### config.mk
export PLATFORM = sky130hd
export DESIGN_NAME = vga_timing_gen
export DESIGN_NICKNAME = d
export VERILOG_FILES = /design/src/rtl/vga_timing_gen_pkg.sv /design/src/rtl/vga_timing_gen_pixel_tick_gen.sv /design/src/rtl/vga_timing_gen.sv
export SDC_FILE = /design/constraint.sdc
export NUM_CORES = 1
export LEC_CHECK = 0
export BUFFER_PORTS_ARGS = -buffer_cell sky130_fd_sc_hd__clkbuf_2
export CAP_MARGIN = 20
export CORE_MARGIN = 2
export CORE_UTILIZATION = 50
export DETAILED_ROUTE_END_ITERATION = 10
export GPL_TIMING_DRIVEN = 0
export PLACE_DENSITY = 0.75
export SYNTH_ARGS = -nofsm -noshare
export SYNTH_HDL_FRONTEND = slang
export SYNTH_SLANG_ARGS = --single-unit
export TNS_END_PERCENT = 20
### constraint.sdc
create_clock -name clk -period 2.14 [get_ports clk]
set_input_delay 0.107 -clock clk [delete_from_list [all_inputs] [get_ports clk]]
set_output_delay 0.107 -clock clk [all_outputs]
set_load 0.02 [all_outputs]
### src/rtl/vga_timing_gen_pkg.sv
// vga_timing_pkg: default 640x480@60 timing constants and a sync-window decode helper
package vga_timing_pkg;
  localparam int CLK_DIV = 4;
  localparam int H_VISIBLE = 640;
  localparam int H_FP = 16;
  localparam int H_SYNC = 96;
  localparam int H_BP = 48;
  localparam int V_VISIBLE = 480;
  localparam int V_FP = 10;
  localparam int V_SYNC = 2;
  localparam int V_BP = 33;
  localparam int H_TOTAL = H_VISIBLE + H_FP + H_SYNC + H_BP;
  localparam int V_TOTAL = V_VISIBLE + V_FP + V_SYNC + V_BP;
  localparam int H_SYNC_START = H_VISIBLE + H_FP;
  localparam int H_SYNC_END = H_SYNC_START + H_SYNC - 1;
  localparam int V_SYNC_START = V_VISIBLE + V_FP;
  localparam int V_SYNC_END = V_SYNC_START + V_SYNC - 1;
  function automatic logic in_window(input logic [9:0] x, input int lo, input int hi);
    return int'(x) >= lo && int'(x) <= hi;
  endfunction
endpackage

### src/rtl/vga_timing_gen_pixel_tick_gen.sv
// pixel_tick_gen: divide-by-CLK_DIV clock enable; pix_adv is the combinational advance, pix_tick its registered strobe
module pixel_tick_gen #(
  parameter int CLK_DIV = vga_timing_pkg::CLK_DIV
) (
  input  logic clk,
  input  logic reset_button,
  output logic pix_adv,
  output logic pix_tick
);
  localparam int W = CLK_DIV > 1 ? $clog2(CLK_DIV) : 1;
  localparam logic [W-1:0] LAST = W'(CLK_DIV - 1);
  logic [W-1:0] div_cnt;
  assign pix_adv = div_cnt == LAST;
  always_ff @(posedge clk or posedge reset_button)
    if (reset_button) begin
      div_cnt <= '0;
      pix_tick <= 1'b0;
    end else begin
      div_cnt <= pix_adv ? '0 : div_cnt + W'(1);
      pix_tick <= pix_adv;
    end
endmodule

### src/rtl/vga_timing_gen.sv
// vga_timing_gen: VGA raster counters and registered decodes; define VGA_FRAME_COUNT_EN to add frame_count
module vga_timing_gen import vga_timing_pkg::*; #(
  parameter int CLK_DIV = vga_timing_pkg::CLK_DIV,
  parameter int H_VISIBLE = vga_timing_pkg::H_VISIBLE,
  parameter int H_FP = vga_timing_pkg::H_FP,
  parameter int H_SYNC = vga_timing_pkg::H_SYNC,
  parameter int H_BP = vga_timing_pkg::H_BP,
  parameter int V_VISIBLE = vga_timing_pkg::V_VISIBLE,
  parameter int V_FP = vga_timing_pkg::V_FP,
  parameter int V_SYNC = vga_timing_pkg::V_SYNC,
  parameter int V_BP = vga_timing_pkg::V_BP
) (
  input  logic       clk,
  input  logic       reset_button,
  output logic       pix_tick,
  output logic [9:0] hCount,
  output logic [9:0] vCount,
  output logic       bright,
  output logic       hSync,
  output logic       vSync,
  output logic       line_start,
  output logic       vblank_start
`ifdef VGA_FRAME_COUNT_EN
  ,
  output logic [15:0] frame_count
`endif
);
  localparam int HT = H_VISIBLE + H_FP + H_SYNC + H_BP;
  localparam int VT = V_VISIBLE + V_FP + V_SYNC + V_BP;
  localparam int HSS = H_VISIBLE + H_FP;
  localparam int VSS = V_VISIBLE + V_FP;
  localparam logic [9:0] H_LAST = 10'(HT - 1);
  localparam logic [9:0] V_LAST = 10'(VT - 1);
  localparam logic [9:0] H_VIS = 10'(H_VISIBLE);
  localparam logic [9:0] V_VIS = 10'(V_VISIBLE);
  if (HT > 1024 || VT > 1024) begin : g_width_check
    $error("vga_timing_gen: H_TOTAL and V_TOTAL must fit 10-bit counters");
  end
  logic adv, h_wrap, vbs_n;
  logic [9:0] h_n, v_n;
  pixel_tick_gen #(.CLK_DIV(CLK_DIV)) u_tick (
    .clk(clk),
    .reset_button(reset_button),
    .pix_adv(adv),
    .pix_tick(pix_tick)
  );
  // decodes are taken from the next counter values so they land on the same edge as the counters
  always_comb begin
    h_wrap = adv && hCount == H_LAST;
    h_n = !adv ? hCount : h_wrap ? '0 : hCount + 10'd1;
    v_n = !h_wrap ? vCount : vCount == V_LAST ? '0 : vCount + 10'd1;
    vbs_n = adv && h_n == '0 && v_n == V_VIS;
  end
  always_ff @(posedge clk or posedge reset_button)
    if (reset_button) begin
      hCount <= H_LAST;
      vCount <= V_LAST;
      bright <= 1'b0;
      hSync <= 1'b1;
      vSync <= 1'b1;
      line_start <= 1'b0;
      vblank_start <= 1'b0;
    end else begin
      hCount <= h_n;
      vCount <= v_n;
      bright <= h_n < H_VIS && v_n < V_VIS;
      hSync <= !in_window(h_n, HSS, HSS + H_SYNC - 1);
      vSync <= !in_window(v_n, VSS, VSS + V_SYNC - 1);
      line_start <= adv && h_n == '0;
      vblank_start <= vbs_n;
    end
`ifdef VGA_FRAME_COUNT_EN
  always_ff @(posedge clk or posedge reset_button)
    if (reset_button) frame_count <= '0;
    else if (vbs_n) frame_count <= frame_count + 16'd1;
`endif
endmodule

# --- Word level (Yosys, flattened, before mapping) ---
# Cells that the tools add are included.
# W data, S select, Z words.
totals:
  regBits: 28
  input_bits: 2
  out_inout_bits: 26
  wordCells: 36
op_classes:
  n_addsub: 3
  order_cmp: 6
  n_eq_ne: 4
  mux: 5
  reduce_logical: 9
op_table:
  columns: ["op", "count"]
  rows:
  - ["$mux W10", 4]
  - ["$add A10 B1 Y10 const B", 2]
  - ["$eq A10 B10 Y1 const B", 2]
  - ["$eq A10 B9 Y1 const B", 1]
  - ["$ge A10 B10 Y1 const B", 1]
  - ["$ge A10 B9 Y1 const B", 1]
  - ["$le A10 B10 Y1 const B", 1]
  - ["$le A10 B9 Y1 const B", 1]
  - ["$logic_not A10 Y1", 1]
  - ["$lt A10 B10 Y1 const B", 1]
  - ["$lt A10 B9 Y1 const B", 1]
  - ["$logic_and A1 B1 Y1", 6]
  - ["$add A2 B1 Y2 const B", 1]
  - ["$eq A2 B2 Y1 const B", 1]
  - ["$logic_not A1 Y1", 2]
  - ["$mux W2", 1]

# --- Logic depth before layout (Yosys ltp) ---
# Gate-level depths: netlist of the first run.
depth:
  depth_word: 7
  ltp_mapped: 9
  ltp_nobuf: 8

# --- Cells and area by module ---
# A second synthesis of the first run with hierarchy kept.
unflattened:
  cells_unflattened: 163
  hier_area_um2: 1555.2
by_module_without_submodules:
  columns: ["module", "instances", "cells_per_inst", "area_each_um2", "seq_area_each_um2"]
  rows:
  - ["vga_timing_gen", 1, 157, 1460.2, 640.6]
  - ["pixel_tick_gen", 1, 6, 95.1, 75.1]

# --- Worst setup path after synthesis of the first run ---
# Ideal clock, no wire load.
synth_timing:
  path_type: "reg-to-reg"
  from: "register hCount[0]"
  to: "register vSync"
  setup_ps: 94
  arrival_time_ps: 2325
  t_required_ps: 2046
  slack_ps: -279
  path_stages_with_launch: 10
  path_buffers: 2
  synth_period_minus_slack_ps: 2419
  cell_sequence: "dfstp_2 > ha_1 > and4_1 > buf_6 > nand4_4 > buf_6 > nor3_2 > o21a_2 > o2111ai_1 > or4b_1"
synth_between:
  elab_chain_len: 6
  word_cells_on_any_way: 7
  classes_between: "2 x order compare; 1 x eq/ne; 1 x mux; 3 x reduce/logical"
synth_rtl:
  columns: ["element", "line", "rtl"]
  rows:
  - ["start, declared", "vga_timing_gen.sv:16", "output logic [9:0] hCount,"]
  - ["start signal, assigned", "vga_timing_gen.sv:64", "hCount <= h_n;"]
  - ["$eq A10 B10 Y1 *", "vga_timing_gen.sv:49", "h_wrap = adv && hCount == H_LAST;"]
  - ["$logic_and A1 B1 Y1 *", "vga_timing_gen.sv:49", null]
  - ["$mux W10 *", "vga_timing_gen.sv:51", "v_n = !h_wrap ? vCount : vCount == V_LAST ? '0 : vCount + 10'd1;"]
  - ["named net v_n[6]", "vga_timing_gen.sv:40", "logic [9:0] h_n, v_n;"]
  - ["$ge A10 B9 Y1 / $le A10 B9 Y1 (equally long branches)", "vga_timing_gen_pkg.sv:19", "return int'(x) >= lo && int'(x) <= hi;"]
  - ["$logic_and A1 B1 Y1 *", "vga_timing_gen_pkg.sv:19", null]
  - ["$logic_not A1 Y1 *", "vga_timing_gen.sv:68", "vSync <= !in_window(v_n, VSS, VSS + V_SYNC - 1);"]
  - ["end signal, assigned", "vga_timing_gen.sv:68", null]
  - ["end, declared", "vga_timing_gen.sv:20", "output logic vSync,"]
# Mark *: on every way through the listed nets, which the timed path passes. The rest lies on a longest branch.

# --- Worst setup path after layout of the first run ---
layout_timing:
  from: "register hCount[1]"
  to: "register vSync"
# Same word-level chain as after synthesis.

==> results of run 1 <==
## layout make-up
| type | count | area, um2 |
|---|---|---|
| multi-input cells | 123 | 911 |
| repair buffers | 40 | 255 |
| plain buffers | 8 | 56.3 |
| clock buffers | 4 | 26.3 |
| fillers | 241 | 1020 |
| well taps | 44 | 55.1 |
| inverters | 9 | 33.8 |
| flip-flops and latches | 28 | 718 |
## stage by stage
| stage | hold WS [ns] | cells | area [um2] | util [%] | power [uW] |
|---|---|---|---|---|---|
| 3_5_place_dp | 0.394 | 240 | 1850 | 60.0 | 551 |
| 4_1_cts | 0.0119 | 252 | 1970 | 63.9 | 780 |
| 5_1_grt | 0.351 | 256 | 2060 | 66.8 | 812 |
| 2_1_floorplan | 0.164 | 169 | 1660 | - | 547 |
| 3_3_place_gp | 0.372 | 240 | 1850 | 60.0 | 550 |
| 6_report | 0.330 | 256 | 2060 | 66.8 | 783 |
## worst reg2reg max path, cell delays in order, from the launching register on
cell and delay [ns]:
sky130_fd_sc_hd__dfstp_2 0.59, sky130_fd_sc_hd__ha_4 0.14, sky130_fd_sc_hd__and4_1 0.18, sky130_fd_sc_hd__buf_6 0.12, sky130_fd_sc_hd__nand4_4 0.16, sky130_fd_sc_hd__buf_8 0.20
sky130_fd_sc_hd__nor3_4 0.11, sky130_fd_sc_hd__o21a_2 0.15, sky130_fd_sc_hd__o2111ai_2 0.14, sky130_fd_sc_hd__or4b_1 0.54
## routing by layer
| layer | share of wire (%) | GRT usage (%) | wire length [um] |
|---|---|---|---|
| met1 | 43 | 32.4 | 1780 |
| met2 | 49 | 37.8 | 2020 |
| met3 | 5.0 | 3.78 | 205 |
| met4 | 2.5 | 8.39 | 102 |
| met5 | 0 | 0 | 0 |
## flip-flops by register name (all words and copies together), names as in the netlist
name / count
bright: 1
hCount: 10
hSync: 1
line_start: 1
u_tick.div_cnt: 2
u_tick.pix_tick: 1
vCount: 10
vSync: 1
vblank_start: 1
## report_power, final
group | leakage (uW) | internal, uW | switching, uW
clock | 0.0000150 | 73.2 | 160
sequential | 0.000336 | 531 | 0
combinational | 0.000573 | 6.98 | 11.4
total | 0.000924 | 611 | 172
## layout by cell type (no fill, tap or decap), types with 3 or more instances in the layout
cell type / synthesis / layout
sky130_fd_sc_hd__a21oi_1: 8 / 7
sky130_fd_sc_hd__and2_1: 3 / 3
sky130_fd_sc_hd__and4_1: 3 / 3
sky130_fd_sc_hd__buf_2: 5 / 3
sky130_fd_sc_hd__buf_4: 0 / 12
sky130_fd_sc_hd__clkbuf_1: 2 / 3
sky130_fd_sc_hd__clkbuf_2: 0 / 27
sky130_fd_sc_hd__clkbuf_4: 0 / 3
sky130_fd_sc_hd__dfrtp_1: 16 / 14
sky130_fd_sc_hd__dfstp_2: 12 / 12
sky130_fd_sc_hd__ha_1: 4 / 3
sky130_fd_sc_hd__inv_1: 9 / 8
sky130_fd_sc_hd__nand2_1: 16 / 16
sky130_fd_sc_hd__nand3_1: 10 / 8
sky130_fd_sc_hd__nand4_1: 3 / 3
sky130_fd_sc_hd__nor2_1: 11 / 9
sky130_fd_sc_hd__nor2b_1: 3 / 3
sky130_fd_sc_hd__nor3_1: 5 / 3
sky130_fd_sc_hd__o21ai_0: 13 / 12
sky130_fd_sc_hd__xnor2_1: 6 / 5
sky130_fd_sc_hd__xor2_1: 6 / 5
## kinds of logic after synthesis
family                   Yosys count  share of synthesized area (%)
XOR/XNOR                          13                           7.46
flip-flops                        28                           44.0
adder cells (fa/ha/maj)            4                           3.07
buffers and inverters             18                           5.46
AND/OR/NAND/NOR                   68                           25.1
AO/OA/AOI/OAI                     37                           14.2
multiplexers                       1                          0.692
## timing repair
action                                  in CTS  in global routing
hold endpoints to repair                     0                  9
endpoints found under the setup margin       8                  8
pin swaps                                    4                  5
setup buffers                                9                  2
resized for setup                           10                  8
hold buffers                                 0                  1
## how the worst max path moves through the flow
stage                 endpoint  cells after the start  slack [ns]                start
6_report       vSync$_DFF_PP1_                      9       -0.24  hCount[1]$_DFF_PP1_
5_1_grt        vSync$_DFF_PP1_                      9       -0.32  hCount[1]$_DFF_PP1_
4_1_cts        vSync$_DFF_PP1_                      9       -0.19  hCount[0]$_DFF_PP1_
3_5_place_dp   vSync$_DFF_PP1_                      8       -0.32  hCount[1]$_DFF_PP1_
3_3_place_gp   vSync$_DFF_PP1_                      8       -0.27  hCount[1]$_DFF_PP1_
2_1_floorplan  vSync$_DFF_PP1_                      8       -0.13  hCount[1]$_DFF_PP1_
==> report_table.html, run 1 <==
<table>
<tr><th>Metric</th><th>Value</th></tr>
<tr><th colspan="2">Die</th></tr>
<tr><td>Starting Density</td><td>52.9%</td></tr>
<tr><td>Number of I/O pins</td><td>28</td></tr>
<tr><td>Core Box Area</td><td>0.00308 mm2</td></tr>
<tr><td>DIE HEIGHT</td><td>61.1 um</td></tr>
<tr><td>Num rows</td><td>20</td></tr>
<tr><td>Die footprint</td><td>0.00373 mm2</td></tr>
<tr><td>Die W</td><td>61.1 um</td></tr>
<tr><th colspan="2">Timing</th></tr>
<tr><td>Final hold vios</td><td>0</td></tr>
<tr><td>Slew at the pin closest to its max-slew limit</td><td>0.560 ns</td></tr>
<tr><td>Final max-slew violation count</td><td>0</td></tr>
<tr><td>Period utilization</td><td>111%</td></tr>
<tr><td>Number of setup violations in the final report</td><td>3</td></tr>
<tr><td>Crit path setup slack, layout</td><td>-0.242 ns</td></tr>
<tr><td>Maximum frequency from static timing analysis</td><td>420 MHz</td></tr>
<tr><td>Worst slew margin relative to its limit</td><td>62.6%</td></tr>
<tr><td>Setup repair after global routing missed its margin</td><td>true</td></tr>
<tr><td>Total negative slack</td><td>-0.431 ns</td></tr>
<tr><td>Layout Skew</td><td>0.00817 ns</td></tr>
<tr><td>Minimum clock period after layout</td><td>2.38 ns</td></tr>
<tr><th colspan="2">Critical path</th></tr>
<tr><td>CP Class</td><td>reg2reg</td></tr>
<tr><td>Signal arrival time at the worst endpoint</td><td>2.66 ns</td></tr>
<tr><td>Critical path, cell by cell</td><td>ha_4, and4_1, buf_6, nand4_4, buf_8, nor3_4, o21a_2, o2111ai_2, or4b_1</td></tr>
<tr><td>R2r startpoint</td><td>hCount[1]$_DFF_PP1_</td></tr>
<tr><td>Max FO, Critical Path</td><td>7</td></tr>
<tr><td>Endpoint of the worst register-to-register path</td><td>vSync$_DFF_PP1_</td></tr>
<tr><td>Cell depth of the worst flop-to-flop path</td><td>9</td></tr>
<tr><td>CP top delay family</td><td>simple AND/OR/NAND/NOR gates</td></tr>
<tr><td>CP required</td><td>2.41 ns</td></tr>
<tr><td>Crit path largest cell delay</td><td>0.59 ns</td></tr>
<tr><td>Kind of launch point of the worst setup path</td><td>flop</td></tr>
<tr><td>Worst Path Buf+Inv</td><td>2</td></tr>
<tr><td>Max stage delay cell, worst path</td><td>sky130_fd_sc_hd__dfstp_2</td></tr>
<tr><td>Critical Path Sink Type</td><td>flop</td></tr>
<tr><td>Register-to-register setup slack</td><td>-0.24 ns</td></tr>
<tr><th colspan="2">Global routing</th></tr>
<tr><td>Grt ovf</td><td>0</td></tr>
<tr><td>Vias in the first global route</td><td>1348</td></tr>
<tr><td>Maximum number of pins on one net before global-route repair</td><td>29</td></tr>
<tr><td>Total routing resource utilization after global routing</td><td>23.6%</td></tr>
<tr><td>Number of antenna violations at the first check in global routing</td><td>0</td></tr>
<tr><td>Wire length of the first global-routing pass</td><td>6550 um</td></tr>
<tr><th colspan="2">Route</th></tr>
<tr><td>Routed wire length</td><td>4110 um</td></tr>
<tr><td>Routed length per placed instance</td><td>16.0 um</td></tr>
<tr><td>Number of iterations in the first detailed-routing pass</td><td>4</td></tr>
<tr><td>Number of DRC violations after detailed routing</td><td>0</td></tr>
<tr><td>1st-iter DRT viols</td><td>63</td></tr>
<tr><td>ANT nets after route</td><td>0</td></tr>
<tr><td>Count of vias placed by the detailed router</td><td>1464</td></tr>
<tr><td>Detail-routed via count per cell</td><td>5.72</td></tr>
<tr><th colspan="2">Logic synthesis</th></tr>
<tr><td>Post-synthesis net count</td><td>175</td></tr>
<tr><td>Sequential area share after synthesis</td><td>44.0%</td></tr>
<tr><td>Synth Cell Area</td><td>0.00163 mm2</td></tr>
<tr><td>Synthesized area per cell</td><td>9.63 um2</td></tr>
<tr><td>EDFF count, synth</td><td>0</td></tr>
<tr><td>Flip-flop cell with the highest count after synthesis</td><td>sky130_fd_sc_hd__dfrtp_1</td></tr>
<tr><td>Instance count of the mapped netlist</td><td>169</td></tr>
<tr><td>Largest cells by area after synthesis</td><td>sky130_fd_sc_hd__dfrtp_1 (25%), sky130_fd_sc_hd__dfstp_2 (19%), sky130_fd_sc_hd__o21ai_0 (4.0%), sky130_fd_sc_hd__nand2_1 (3.7%), sky130_fd_sc_hd__xnor2_1 (3.2%)</td></tr>
<tr><td>Flops &amp; latches, synth</td><td>28</td></tr>
<tr><td>Share of async-settable or async-resettable flops after synthesis</td><td>100%</td></tr>
<tr><td>Share of Yosys cell area claimed by the top area cell type</td><td>24.6%</td></tr>
<tr><td>Biggest area consumer among synthesized cells</td><td>sky130_fd_sc_hd__dfrtp_1</td></tr>
<tr><td>Number of distinct library cells after synthesis</td><td>45</td></tr>
<tr><td>Most frequent cells after synthesis</td><td>sky130_fd_sc_hd__dfrtp_1 (16), sky130_fd_sc_hd__nand2_1 (16), sky130_fd_sc_hd__o21ai_0 (13), sky130_fd_sc_hd__dfstp_2 (12), sky130_fd_sc_hd__nor2_1 (11)</td></tr>
<tr><td>Yosys warning count</td><td>0</td></tr>
<tr><th colspan="2">CTS</th></tr>
<tr><td>CTS Buf Count</td><td>3</td></tr>
<tr><td>Latest clock arrival within the worst-skew pair</td><td>0.33 ns</td></tr>
<tr><td>Count of clock tree sinks</td><td>28</td></tr>
<tr><td>Clock Tree Root</td><td>sky130_fd_sc_hd__clkbuf_4</td></tr>
<tr><td>Number of buffers between clock root and the deepest sink</td><td>2</td></tr>
<tr><td>CTS tree</td><td>done</td></tr>
<tr><td>CTS H-tree depth</td><td>1</td></tr>
<tr><td>Post-CTS clock slew at the launch and capture registers of the worst setup and hold paths</td><td>0.16 ns</td></tr>
<tr><th colspan="2">Placement</th></tr>
<tr><td>Weighted congestion reported at the end of routability-driven placement</td><td>0.906</td></tr>
<tr><td>Detailed Place HPWL</td><td>2640 um</td></tr>
<tr><td>Port Buffers</td><td>27</td></tr>
<tr><td>Pre-CTS WS</td><td>-0.323 ns</td></tr>
<tr><th colspan="2">Power</th></tr>
<tr><td>PwrDens</td><td>381 mW/mm2</td></tr>
<tr><td>Worst IR drop on VDD</td><td>381 uV</td></tr>
<tr><td>Leakage</td><td>0.000924 uW</td></tr>
<tr><th colspan="2">Run status</th></tr>
<tr><td>Failing checks</td><td>negative setup slack</td></tr>
<tr><td>Result of the run</td><td>finished with violations</td></tr>
<tr><th colspan="2">Final layout</th></tr>
<tr><td>Layout cell share with drive strength beyond 1</td><td>40.6%</td></tr>
<tr><td>Net total in the final layout</td><td>219</td></tr>
<tr><td>Synthesis-to-layout area growth</td><td>26.3%</td></tr>
<tr><td>Antenna diode count</td><td>0</td></tr>
<tr><th colspan="2">Job</th></tr>
<tr><td>Max-cap violation count</td><td>0</td></tr>
<tr><th colspan="2">Hold path</th></tr>
<tr><td>Worst min-delay path category</td><td>in2async</td></tr>
</table>
(Power assumes the default switching activity.)
==> run 2: changes to the inputs <==
--- a/config.mk
+++ b/config.mk
@@ -8,10 +8,10 @@
 export BUFFER_PORTS_ARGS = -buffer_cell sky130_fd_sc_hd__clkbuf_2
 export CAP_MARGIN = 20
 export CORE_MARGIN = 2
-export CORE_UTILIZATION = 50
+export CORE_UTILIZATION = 55
 export DETAILED_ROUTE_END_ITERATION = 10
 export GPL_TIMING_DRIVEN = 0
-export PLACE_DENSITY = 0.75
+export PLACE_DENSITY = 0.78
 export SYNTH_ARGS = -nofsm -noshare
 export SYNTH_HDL_FRONTEND = slang
 export SYNTH_SLANG_ARGS = --single-unit
==> constraint.sdc (replaced) <==
create_clock -name clk -period 2.45 [get_ports clk]
set_input_delay 0.1225 -clock clk [delete_from_list [all_inputs] [get_ports clk]]
set_output_delay 0.1225 -clock clk [all_outputs]
set_load 0.02 [all_outputs]
==> run 2 against run 1 <==
  * The flow now finishes without violations
  * Design area shrank 3.0%
  * Highest routed layer unchanged
  * Largest cell class unchanged
  * Total power down 13%
  * Hold slack worse by 0.0045 ns
  * Combinational power down 14%
  * Non-clock buffer count down 3
==> report_table.html, run 2 (synthesis gave the netlist of run 1 again) <==
<table>
<tr><th>Metric</th><th>Value</th></tr>
<tr><th colspan="2">Global routing</th></tr>
<tr><td>Total routing resource utilization after global routing</td><td>22.8% (was 23.6%)</td></tr>
<tr><td>Wire length of the first global-routing pass</td><td>6010 um (was 6550 um)</td></tr>
<tr><td>Vias in the first global route</td><td>1323 (was 1348)</td></tr>
<tr><td>Maximum number of pins on one net before global-route repair</td><td>29 (unchanged)</td></tr>
<tr><td>Grt ovf</td><td>0 (unchanged)</td></tr>
<tr><td>Number of antenna violations at the first check in global routing</td><td>0 (unchanged)</td></tr>
<tr><th colspan="2">Critical path</th></tr>
<tr><td>Kind of launch point of the worst setup path</td><td>flop (unchanged)</td></tr>
<tr><td>CP Class</td><td>reg2reg (unchanged)</td></tr>
<tr><td>Critical Path Sink Type</td><td>flop (unchanged)</td></tr>
<tr><td>Max FO, Critical Path</td><td>5 (was 7)</td></tr>
<tr><td>CP required</td><td>2.72 ns (was 2.41 ns)</td></tr>
<tr><td>Signal arrival time at the worst endpoint</td><td>2.64 ns (was 2.66 ns)</td></tr>
<tr><th colspan="2">Placement</th></tr>
<tr><td>Detailed Place HPWL</td><td>2570 um (was 2640 um)</td></tr>
<tr><td>Instance area after placement</td><td>0.00180 mm2 (was 0.00185 mm2)</td></tr>
<tr><td>Port Buffers</td><td>27 (unchanged)</td></tr>
<tr><td>Number of placed instances, taps included</td><td>227 (was 240)</td></tr>
<tr><td>Weighted congestion reported at the end of routability-driven placement</td><td>0.863 (was 0.906)</td></tr>
<tr><td>Pre-CTS WS</td><td>-0.132 ns (was -0.323 ns)</td></tr>
<tr><th colspan="2">Timing</th></tr>
<tr><td>Layout Skew</td><td>0.00828 ns (was 0.00817 ns)</td></tr>
<tr><td>Maximum frequency from static timing analysis</td><td>421 MHz (was 420 MHz)</td></tr>
<tr><td>Minimum clock period after layout</td><td>2.38 ns (about the same)</td></tr>
<tr><td>Worst slew margin relative to its limit</td><td>66.2% (was 62.6%)</td></tr>
<tr><td>Number of setup violations in the final report</td><td>0 (was 3)</td></tr>
<tr><td>Final max-slew violation count</td><td>0 (unchanged)</td></tr>
<tr><td>Setup repair after global routing missed its margin</td><td>true (unchanged)</td></tr>
<tr><td>Crit path setup slack, layout</td><td>0.0739 ns (was -0.242 ns)</td></tr>
<tr><td>Final hold vios</td><td>0 (unchanged)</td></tr>
<tr><td>Slew at the pin closest to its max-slew limit</td><td>0.507 ns (was 0.560 ns)</td></tr>
<tr><td>Period utilization</td><td>97.0% (was 111%)</td></tr>
<tr><th colspan="2">Final layout</th></tr>
<tr><td>Most common cell after layout, fill and taps aside</td><td>sky130_fd_sc_hd__clkbuf_2 (unchanged)</td></tr>
<tr><td>Net total in the final layout</td><td>216 (was 219)</td></tr>
<tr><td>Antenna diode count</td><td>0 (unchanged)</td></tr>
<tr><td>Biggest registers after layout</td><td>hCount: 10 flops, vCount: 10 flops, u_tick.div_cnt: 2 flops (unchanged)</td></tr>
<tr><td>Fin cells</td><td>240 (was 256)</td></tr>
<tr><td>Layout cell share with drive strength beyond 1</td><td>38.3% (was 40.6%)</td></tr>
<tr><td>Most used cells in the layout excluding fill and tap cells</td><td>sky130_fd_sc_hd__clkbuf_2 (27), sky130_fd_sc_hd__nand2_1 (16), sky130_fd_sc_hd__dfrtp_1 (15), sky130_fd_sc_hd__o21ai_0 (13), sky130_fd_sc_hd__dfstp_2 (12) (was sky130_fd_sc_hd__clkbuf_2 (27), sky130_fd_sc_hd__nand2_1 (16), sky130_fd_sc_hd__dfrtp_1 (14))</td></tr>
<tr><td>Synthesis-to-layout area growth</td><td>22.4% (was 26.3%)</td></tr>
<tr><td>Post-route cell area</td><td>0.00199 mm2 (was 0.00206 mm2)</td></tr>
<tr><td>Filler instances</td><td>206 (was 241)</td></tr>
<tr><th colspan="2">Die</th></tr>
<tr><td>Die W</td><td>58.4 um (was 61.1 um)</td></tr>
<tr><td>Num rows</td><td>19 (was 20)</td></tr>
<tr><td>Starting Density</td><td>58.5% (was 52.9%)</td></tr>
<tr><td>Number of I/O pins</td><td>28 (unchanged)</td></tr>
<tr><td>Die footprint</td><td>0.00341 mm2 (was 0.00373 mm2)</td></tr>
<tr><td>DIE HEIGHT</td><td>58.4 um (was 61.1 um)</td></tr>
<tr><td>Core Box Area</td><td>0.00278 mm2 (was 0.00308 mm2)</td></tr>
<tr><th colspan="2">Job</th></tr>
<tr><td>Max-cap violation count</td><td>0 (unchanged)</td></tr>
<tr><th colspan="2">Power</th></tr>
<tr><td>Worst IR drop on VDD</td><td>328 uV (was 381 uV)</td></tr>
<tr><td>Leakage</td><td>0.000901 uW (was 0.000924 uW)</td></tr>
<tr><td>Overall power of the completed layout</td><td>679 uW (was 783 uW)</td></tr>
<tr><td>PwrDens</td><td>341 mW/mm2 (was 381 mW/mm2)</td></tr>
<tr><th colspan="2">CTS</th></tr>
<tr><td>Post-CTS clock slew at the launch and capture registers of the worst setup and hold paths</td><td>0.15 ns (was 0.16 ns)</td></tr>
<tr><td>Clock Tree Root</td><td>sky130_fd_sc_hd__clkbuf_4 (unchanged)</td></tr>
<tr><td>CTS Buf Count</td><td>3 (unchanged)</td></tr>
<tr><td>CTS tree</td><td>done (unchanged)</td></tr>
<tr><td>Latest clock arrival within the worst-skew pair</td><td>0.33 ns (about the same)</td></tr>
<tr><td>Count of clock tree sinks</td><td>28 (unchanged)</td></tr>
<tr><td>Number of buffers between clock root and the deepest sink</td><td>2 (unchanged)</td></tr>
<tr><td>CTS H-tree depth</td><td>1 (unchanged)</td></tr>
<tr><th colspan="2">Route</th></tr>
<tr><td>Routed length per placed instance</td><td>15.7 um (was 16.0 um)</td></tr>
<tr><td>Detail-routed via count per cell</td><td>6.02 (was 5.72)</td></tr>
<tr><td>Routed wire length</td><td>3760 um (was 4110 um)</td></tr>
<tr><td>ANT nets after route</td><td>0 (unchanged)</td></tr>
<tr><td>Number of iterations in the first detailed-routing pass</td><td>4 (unchanged)</td></tr>
<tr><td>Count of vias placed by the detailed router</td><td>1444 (was 1464)</td></tr>
<tr><td>1st-iter DRT viols</td><td>37 (was 63)</td></tr>
<tr><td>Number of DRC violations after detailed routing</td><td>0 (unchanged)</td></tr>
<tr><th colspan="2">Run status</th></tr>
<tr><td>Result of the run</td><td>completed (was finished with violations)</td></tr>
<tr><th colspan="2">Hold path</th></tr>
<tr><td>Worst min-delay path category</td><td>in2async (unchanged)</td></tr>
</table>
-- run 2: final cells by class --
type | instances | area [um2] | area share [%]
Tap cell | 31 | 38.8 | 1.95
Buffer | 8 | 52.6 | 2.64
Timing Repair Buffer | 37 | 233 | 11.7
Inverter | 9 | 33.8 | 1.69
Clock buffer | 4 | 26.3 | 1.32
Multi-Input combinational cell | 123 | 892 | 44.8
Sequential cell | 28 | 717 | 36.0
-- run 2: path summary, 6_finish.rpt --
kind | cells past startpoint | start | to | slack (ns)
min in group clk | 1 | u_tick.div_cnt[0]$_DFF_PP0_ | u_tick.div_cnt[0]$_DFF_PP0_ | 0.44
hold / removal | 3 | reset_button | bright$_DFF_PP0_ | 0.33
setup reg to reg | 9 | hCount[0]$_DFF_PP1_ | vSync$_DFF_PP1_ | 0.07
max in group asynchronous | 4 | reset_button | hCount[9]$_DFF_PP1_ | 1.58
setup / recovery | 9 | hCount[0]$_DFF_PP1_ | vSync$_DFF_PP1_ | 0.07
hold reg to reg | 1 | u_tick.div_cnt[0]$_DFF_PP0_ | u_tick.div_cnt[0]$_DFF_PP0_ | 0.44
-- run 2: critical path, stage by stage (launching register included) --
cell	delay (ns)
sky130_fd_sc_hd__dfstp_2	0.59
sky130_fd_sc_hd__ha_4	0.15
sky130_fd_sc_hd__and4_1	0.20
sky130_fd_sc_hd__buf_6	0.12
sky130_fd_sc_hd__nand4_4	0.12
sky130_fd_sc_hd__buf_6	0.17
sky130_fd_sc_hd__nor3_4	0.17
sky130_fd_sc_hd__o21a_2	0.15
sky130_fd_sc_hd__o2111ai_2	0.14
sky130_fd_sc_hd__or4b_1	0.49
-- run 2: what timing repair did --
item,CTS,global route
setup buffers,4,4
setup endpoints to repair,2,3
endpoints found under the hold margin,0,6
hold buffers,0,1
pin swaps,3,6
resized for setup,5,10
-- run 2: routing by layer --
layer  GRT usage [%]  part of all wire (%)  vias up
li1                -                     -      682
met4            8.64                   1.2        0
met5               0                     0        -
met2            35.6                    49       50
met1            33.0                    45      706
met3            2.20                   5.0        6
-- run 2: power breakdown --
part	leakage (uW)	internal [uW]	switching, uW	total (uW)
registers	0.000337	463	0	463
clock network	0.0000150	63.9	136	200
logic	0.000549	6.10	9.67	15.8
-- run 2: metrics by stage --
stage	hold slack, ns	setup TNS (ns)	util (%)
2_1_floorplan	0.179	0	-
3_3_place_gp	0.381	-0.116	64.8
3_5_place_dp	0.398	-0.132	64.8
4_1_cts	0.0228	0	67.7
5_1_grt	0.377	-0.0835	71.7
6_report	0.326	0	71.7
